==> config.mk <==
export PLATFORM = sky130hd
export DESIGN_NAME = controlador_varredura_colunas
export DESIGN_NICKNAME = d
export VERILOG_FILES = /design/src/rtl/controlador_varredura_colunas_pkg.sv /design/src/rtl/controlador_varredura_colunas_contador.sv /design/src/rtl/controlador_varredura_colunas.sv
export SDC_FILE = /design/constraint.sdc
export NUM_CORES = 1
export LEC_CHECK = 0
export ABC_AREA = 1
export BUFFER_PORTS_ARGS = -buffer_cell sky130_fd_sc_hd__buf_2
export CAP_MARGIN = 20
export CORE_AREA = 2 2 105 107
export DETAILED_ROUTE_END_ITERATION = 6
export DIE_AREA = 0 0 107 109
export PLACE_DENSITY = 0.74
export SLEW_MARGIN = 40
export SYNTH_ARGS = -nofsm -noshare
export SYNTH_HDL_FRONTEND = slang
export SYNTH_SLANG_ARGS = --single-unit
export TNS_END_PERCENT = 1
==> constraint.sdc <==
create_clock -name clk -period 4.8 [get_ports clk]
set_input_delay 0.96 -clock clk [delete_from_list [all_inputs] [get_ports clk]]
set_output_delay 0.96 -clock clk [all_outputs]
set_load 0.01 [all_outputs]
==> src/rtl/controlador_varredura_colunas_pkg.sv <==
// pkg_matriz
// Shared definitions for the 5x7 LED dot-matrix column-scan path.
//   - estado_t         : scan controller state encoding
//   - N_COLUNAS_PADRAO : default number of matrix columns
//   - LARGURA_PADRAO   : default rows per column
//   - fatia_coluna()   : extracts one column pattern from a default-geometry frame
package pkg_matriz;

  typedef enum logic [1:0] {
    PARADO  = 2'd0,
    APAGADO = 2'd1,
    CARGA   = 2'd2,
    EXIBE   = 2'd3
  } estado_t;

  localparam int N_COLUNAS_PADRAO = 5;
  localparam int LARGURA_PADRAO   = 7;

  // Column c occupies bits [LARGURA*c +: LARGURA] of the frame; column 0 is the LSBs.
  function automatic logic [LARGURA_PADRAO-1:0] fatia_coluna(
    input logic [N_COLUNAS_PADRAO*LARGURA_PADRAO-1:0] quadro,
    input int unsigned                                c
  );
    return LARGURA_PADRAO'(quadro >> (LARGURA_PADRAO * c));
  endfunction

endpackage

==> src/rtl/controlador_varredura_colunas_contador.sv <==
// contador_modulo
// Terminal-count up counter used for the blank and dwell timers.
// While 'conta' is high it counts 0..TERMINAL-1 and wraps; while low it is held at 0,
// so each visit to a timed state starts from a fresh count.
// Ports:
//   clk   : clock, rising edge
//   rst   : asynchronous active-high reset
//   conta : count enable; low clears the counter
//   fim   : high while the count sits on its terminal value (TERMINAL-1)
module contador_modulo #(
  parameter  int TERMINAL = 4,
  localparam int W        = (TERMINAL > 1) ? $clog2(TERMINAL) : 1
) (
  input  logic clk,
  input  logic rst,
  input  logic conta,
  output logic fim
);

  localparam logic [W-1:0] ULTIMO = W'(TERMINAL - 1);

  logic [W-1:0] valor;

  always_ff @(posedge clk or posedge rst) begin
    if (rst) begin
      valor <= '0;
    end else if (!conta) begin
      valor <= '0;
    end else if (valor == ULTIMO) begin
      valor <= '0;
    end else begin
      valor <= valor + 1'b1;
    end
  end

  assign fim = (valor == ULTIMO);

endmodule

==> src/rtl/controlador_varredura_colunas.sv <==
// controlador_varredura_colunas
// Column-scan controller for the 5x7 LED dot-matrix. For every column it blanks the
// matrix, pulses 'sinal' so the downstream row register loads the column pattern from
// 'bits', then enables that column for a fixed dwell. New frames are buffered and only
// become active at a frame boundary (or when scanning starts), so the image never tears.
// Ports:
//   clk          : clock, rising edge
//   rst          : asynchronous active-high reset
//   habilita     : scanning enabled while high
//   atualiza     : one-cycle strobe, capture 'padrao' as the next frame
//   padrao       : frame, column c = padrao[LARGURA*c +: LARGURA]
//   bits         : column pattern for the row register parallel inputs
//   sinal        : one-cycle load strobe for the row register
//   d            : row register serial input, tied to 0
//   colunas      : one-hot active-high column enable, all zero while blank
//   coluna_atual : index of the column being served
//   fim_quadro   : one-cycle pulse in the first blank cycle after the last column
module controlador_varredura_colunas
  import pkg_matriz::*;
#(
  parameter  int N_COLUNAS      = N_COLUNAS_PADRAO,
  parameter  int LARGURA        = LARGURA_PADRAO,
  parameter  int CICLOS_COLUNA  = 1000,
  parameter  int CICLOS_APAGADO = 2,
  localparam int LC             = (N_COLUNAS > 1) ? $clog2(N_COLUNAS) : 1
) (
  input  logic                         clk,
  input  logic                         rst,
  input  logic                         habilita,
  input  logic                         atualiza,
  input  logic [N_COLUNAS*LARGURA-1:0] padrao,
  output logic [LARGURA-1:0]           bits,
  output logic                         sinal,
  output logic                         d,
  output logic [N_COLUNAS-1:0]         colunas,
  output logic [LC-1:0]                coluna_atual,
  output logic                         fim_quadro
);

  localparam logic [LC-1:0]        ULTIMA = LC'(N_COLUNAS - 1);
  localparam logic [N_COLUNAS-1:0] UM     = N_COLUNAS'(1);

  estado_t                      estado;
  logic [N_COLUNAS*LARGURA-1:0] quadro;
  logic [N_COLUNAS*LARGURA-1:0] quadro_pendente;
  logic                         pendente;
  logic                         fim_apagado;
  logic                         fim_exibe;
  logic                         fronteira;
  logic [LARGURA-1:0]           fatia_atual;

  contador_modulo #(.TERMINAL(CICLOS_APAGADO)) u_tempo_apagado (
    .clk   (clk),
    .rst   (rst),
    .conta (estado == APAGADO),
    .fim   (fim_apagado)
  );

  contador_modulo #(.TERMINAL(CICLOS_COLUNA)) u_tempo_exibe (
    .clk   (clk),
    .rst   (rst),
    .conta (estado == EXIBE),
    .fim   (fim_exibe)
  );

  assign d = 1'b0;

  assign fatia_atual = LARGURA'(quadro >> (LARGURA * int'(coluna_atual)));

  // The active frame may only change when scanning starts or when the last column's
  // dwell ends, i.e. just before column 0 is loaded again.
  assign fronteira = habilita &&
                     ((estado == PARADO) ||
                      ((estado == EXIBE) && fim_exibe && (coluna_atual == ULTIMA)));

  // A strobe on the boundary cycle bypasses the pending buffer; otherwise the last
  // strobe seen since the previous boundary wins.
  always_ff @(posedge clk or posedge rst) begin
    if (rst) begin
      quadro          <= '0;
      quadro_pendente <= '0;
      pendente        <= 1'b0;
    end else if (fronteira) begin
      if (atualiza) begin
        quadro <= padrao;
      end else if (pendente) begin
        quadro <= quadro_pendente;
      end
      pendente <= 1'b0;
    end else if (atualiza) begin
      quadro_pendente <= padrao;
      pendente        <= 1'b1;
    end
  end

  // Scan FSM with registered outputs: each output takes the value belonging to the
  // state being entered, so sinal and colunas can never overlap.
  always_ff @(posedge clk or posedge rst) begin
    if (rst) begin
      estado       <= PARADO;
      bits         <= '0;
      sinal        <= 1'b0;
      colunas      <= '0;
      coluna_atual <= '0;
      fim_quadro   <= 1'b0;
    end else begin
      sinal      <= 1'b0;
      fim_quadro <= 1'b0;
      if (!habilita) begin
        estado       <= PARADO;
        bits         <= '0;
        colunas      <= '0;
        coluna_atual <= '0;
      end else begin
        case (estado)
          PARADO: begin
            estado       <= APAGADO;
            coluna_atual <= '0;
          end
          APAGADO: begin
            if (fim_apagado) begin
              estado <= CARGA;
              sinal  <= 1'b1;
              bits   <= fatia_atual;
            end
          end
          CARGA: begin
            estado  <= EXIBE;
            colunas <= UM << coluna_atual;
          end
          EXIBE: begin
            if (fim_exibe) begin
              estado  <= APAGADO;
              colunas <= '0;
              if (coluna_atual == ULTIMA) begin
                coluna_atual <= '0;
                fim_quadro   <= 1'b1;
              end else begin
                coluna_atual <= coluna_atual + 1'b1;
              end
            end
          end
          default: begin
            estado  <= PARADO;
            colunas <= '0;
          end
        endcase
      end
    end
  end

endmodule

==> impl_metrics.tcl <==
set metrics [dict create \
    post_cts_resized 0 \
    cts_setup_buffers 0 \
    fin_skew_ps 12.9 \
    drv_cap 0 \
    period_needed_ps 3430 \
    outcome "finished, final reports clean" \
    period_share 0.715 \
    vias 4410 \
    hp-class "reg2reg" \
    fillers 1018 \
    syn_area_per_cell_um2 7.69 \
    dpl.hpwl_mm 7.69 \
    grt_max_degree 73 \
    ant_nets 0 \
    ios 57 \
    worst-path-max-fanout 38 \
    grt_use_total 0.210 \
    port-buffer-count 55 \
    grt-busiest-layer "met2" \
    max_freq_ghz 0.291 \
    synth_area_um2 5190 \
    pwr-share-clk 0.207 \
    required_ps 5120 \
    worstSetupStartpointType "flip-flop" \
    core_area_um2 10600 \
    switching_power_uw 957 \
    synth_seq_cells 101 \
    vdd_drop_max_uv 228 \
    holdPathStages 1 \
    cts.htree.levels 3 \
    drive_gt1_frac 0.164 \
    pwr-share-comb 0.286 \
    synth_nets 723 \
    dp.cells 836 \
    synth-edff-count 0 \
    antenna_found_initial 0 \
    p_int_mw 1.57 \
    ys.flop_type "dfrtp_1" \
    power_density_nw_per_um2 449 \
    seq_area_frac_synth 0.487 \
    place_congestion 0.868 \
    rows 38 \
    p_leak_nw 3.04 \
    hold_viol 0 \
    timing.reg2reg.worst_path_depth 9 \
    yosysWarnings 0 \
    place_ws_ps 1420 \
    clk_latency_ps 380 \
    postCtsHoldBufs 0 \
    fin_ws_ps 1370 \
    fin_cells 852 \
    cts_tree "built" \
    switching_share 0.378 \
    root_buffer "clkbuf_8" \
    cts.clk_slew.worst_paths_ps 100 \
    totalNegativeSetupSlack_ps 0 \
    grt_pass1_wl_mm 19.7 \
    die_x_um 107 \
    routed_wl_mm 11.0 \
    ctsLongestPathBuffers 2 \
    routedWlPerCell_um 12.9 \
    route.detailed.drc 0 \
    ys_types 29 \
    die-area_um2 11700 \
    crit_arrival_ps 3760 \
    gr-total-overflow 0 \
    async_flop_share 1.00 \
    drtIter0Drc 253 \
    fin_total_pwr_mw 2.53 \
    final_nets 755 \
    rsz0062_at_grt "no" \
    cts_buffers 9 \
    slew_viol_final 0 \
    fin_util 0.532 \
    p_seq_frac 0.507 \
    crit_type "reg2reg" \
    vias_per_cell 5.18 \
    met1_usage 0.307 \
    grt_pass1_vias 4127 \
    setup_violations 0 \
    dieHeight_um 109 \
    initial_utilization 0.490 \
    use_met2 0.315 \
    firstDrtPassIters 5 \
    r2r-start "coluna_atual[0]" \
    syn_inst 675 \
    hp-start "u_tempo_exibe.valor[0]" \
    cp-end-kind "flip-flop" \
    diodes 0 \
    cts.sinks 101 \
    tightest_slew_ps 673 \
    slew_headroom 0.552 \
    setup.worst_path.start "coluna_atual[0]" \
    area_growth_pct 8.60 \
    grt_use_met3 0.0400 \
]
-- critical path, stage by stage (launching register included) --
cell      delay [ps]
dfrtp_1          730
clkinv_1         560
ha_1             400
nand2_1          110
nor2_2            60
nand3_4          370
nand2_4          330
nand2_2          540
nand2_1          140
nand2_1          100
-- metrics by stage --
stage / cell area, µm² / hold slack, ps
2_1_floorplan: 5190 / 432
3_3_place_gp: 5440 / 449
3_5_place_dp: 5450 / 450
4_1_cts: 5640 / 464
5_1_grt: 5640 / 494
6_report: 5640 / 460
-- area by class of cell --
type                            count  area (µm²)  area share
Clock inverter                      6        53.8     0.00954
Tap cell                          140         175      0.0311
Inverter                           30         118      0.0209
Clock buffer                       10         138      0.0244
Sequential cell                   101        2530       0.448
Multi-Input combinational cell    507        2330       0.413
Timing Repair Buffer               58         298      0.0528
-- layer usage --
metal  part of all wire  up-vias  wire (µm)
li1                   -     2214          -
met2               0.45      115       4940
met5                  0        -          0
met1               0.49     2065       5400
met4              0.015        0        170
met3              0.044       16        479
-- path summary, 6_finish.rpt --
kind / slack [ps] / end
max: 1370 / quadro[1]
min: 460 / u_tempo_exibe.valor[0]
max reg2reg: 1370 / quadro[1]
min reg2reg: 460 / u_tempo_exibe.valor[0]
max in group asynchronous: 3280 / quadro_pendente[23]
min in group asynchronous: 660 / u_tempo_exibe.valor[0]
-- state kept, by name (all words and copies together) (netlist names) --
| register | count |
|---|---|
| colunas | 5 |
| coluna_atual | 3 |
| pendente | 1 |
| sinal | 1 |
| fim_quadro | 1 |
| estado | 2 |
| u_tempo_exibe.valor | 10 |
| u_tempo_apagado.fim | 1 |
| bits | 7 |
| quadro_pendente | 35 |
| quadro | 35 |
-- Yosys cell counts (5+ instances only) --
cell type	n	area share
nand2_1	313	0.23
nand2_2	33	0.040
clkbuf_1	11	0.0080
dfrtp_1	101	0.49
inv_1	25	0.018
nor3_1	7	0.0067
nor2_1	19	0.014
nand4_1	36	0.043
a21oi_1	5	0.0048
buf_1	6	0.0043
o21ai_0	11	0.011
buf_2	13	0.013
nand3_1	62	0.060
ha_1	9	0.022
-- kinds of logic (layout without fill, tap and decap cells) --
logic type,Yosys count,after routing,share of synthesized area
adder cells (fa/ha/maj),9,9,0.0217
other,1,1,0.000722
AO/OA/AOI/OAI,18,18,0.0181
AND/OR/NAND/NOR,479,479,0.408
buffers and inverters,67,104,0.0646
flip-flops,101,101,0.487
-- placed cells by master (no fill, tap or decap) --
| cell type | Yosys | layout |
|---|---|---|
| inv_1 | 25 | 24 |
| inv_6 | 0 | 2 |
| a31oi_1 | 1 | 1 |
| nand3_1 | 62 | 62 |
| nand2_4 | 1 | 1 |
| inv_2 | 2 | 2 |
| nor3_1 | 7 | 7 |
| a21oi_1 | 5 | 5 |
| buf_2 | 13 | 55 |
| nor2_2 | 2 | 2 |
| clkbuf_8 | 0 | 10 |
| o21ai_0 | 11 | 11 |
| nand3_2 | 1 | 1 |
| inv_8 | 0 | 2 |
| nor3b_1 | 1 | 1 |
| o21bai_1 | 1 | 1 |
| nor2_4 | 1 | 1 |
| ha_1 | 9 | 9 |
| nand3b_1 | 1 | 1 |
| clkinvlp_4 | 0 | 3 |
| nor2_1 | 19 | 19 |
| nand4_1 | 36 | 36 |
| nand3_4 | 2 | 2 |
| dfrtp_1 | 101 | 101 |
| conb_1 | 1 | 1 |
| buf_4 | 3 | 3 |
| clkinv_1 | 3 | 3 |
| nand2_1 | 313 | 313 |
| nand2_2 | 33 | 33 |
-- power by group through the flow --
stage,sequential (mW),clock [mW],combinational [mW]
global route,1.31,0.570,0.855
CTS,1.28,0.538,0.729
floorplan,1.25,0,0.600
global placement,1.29,0,0.698
finish,1.28,0.524,0.723
detailed placement,1.30,0,0.728
Power figures use the tool's default switching activity.
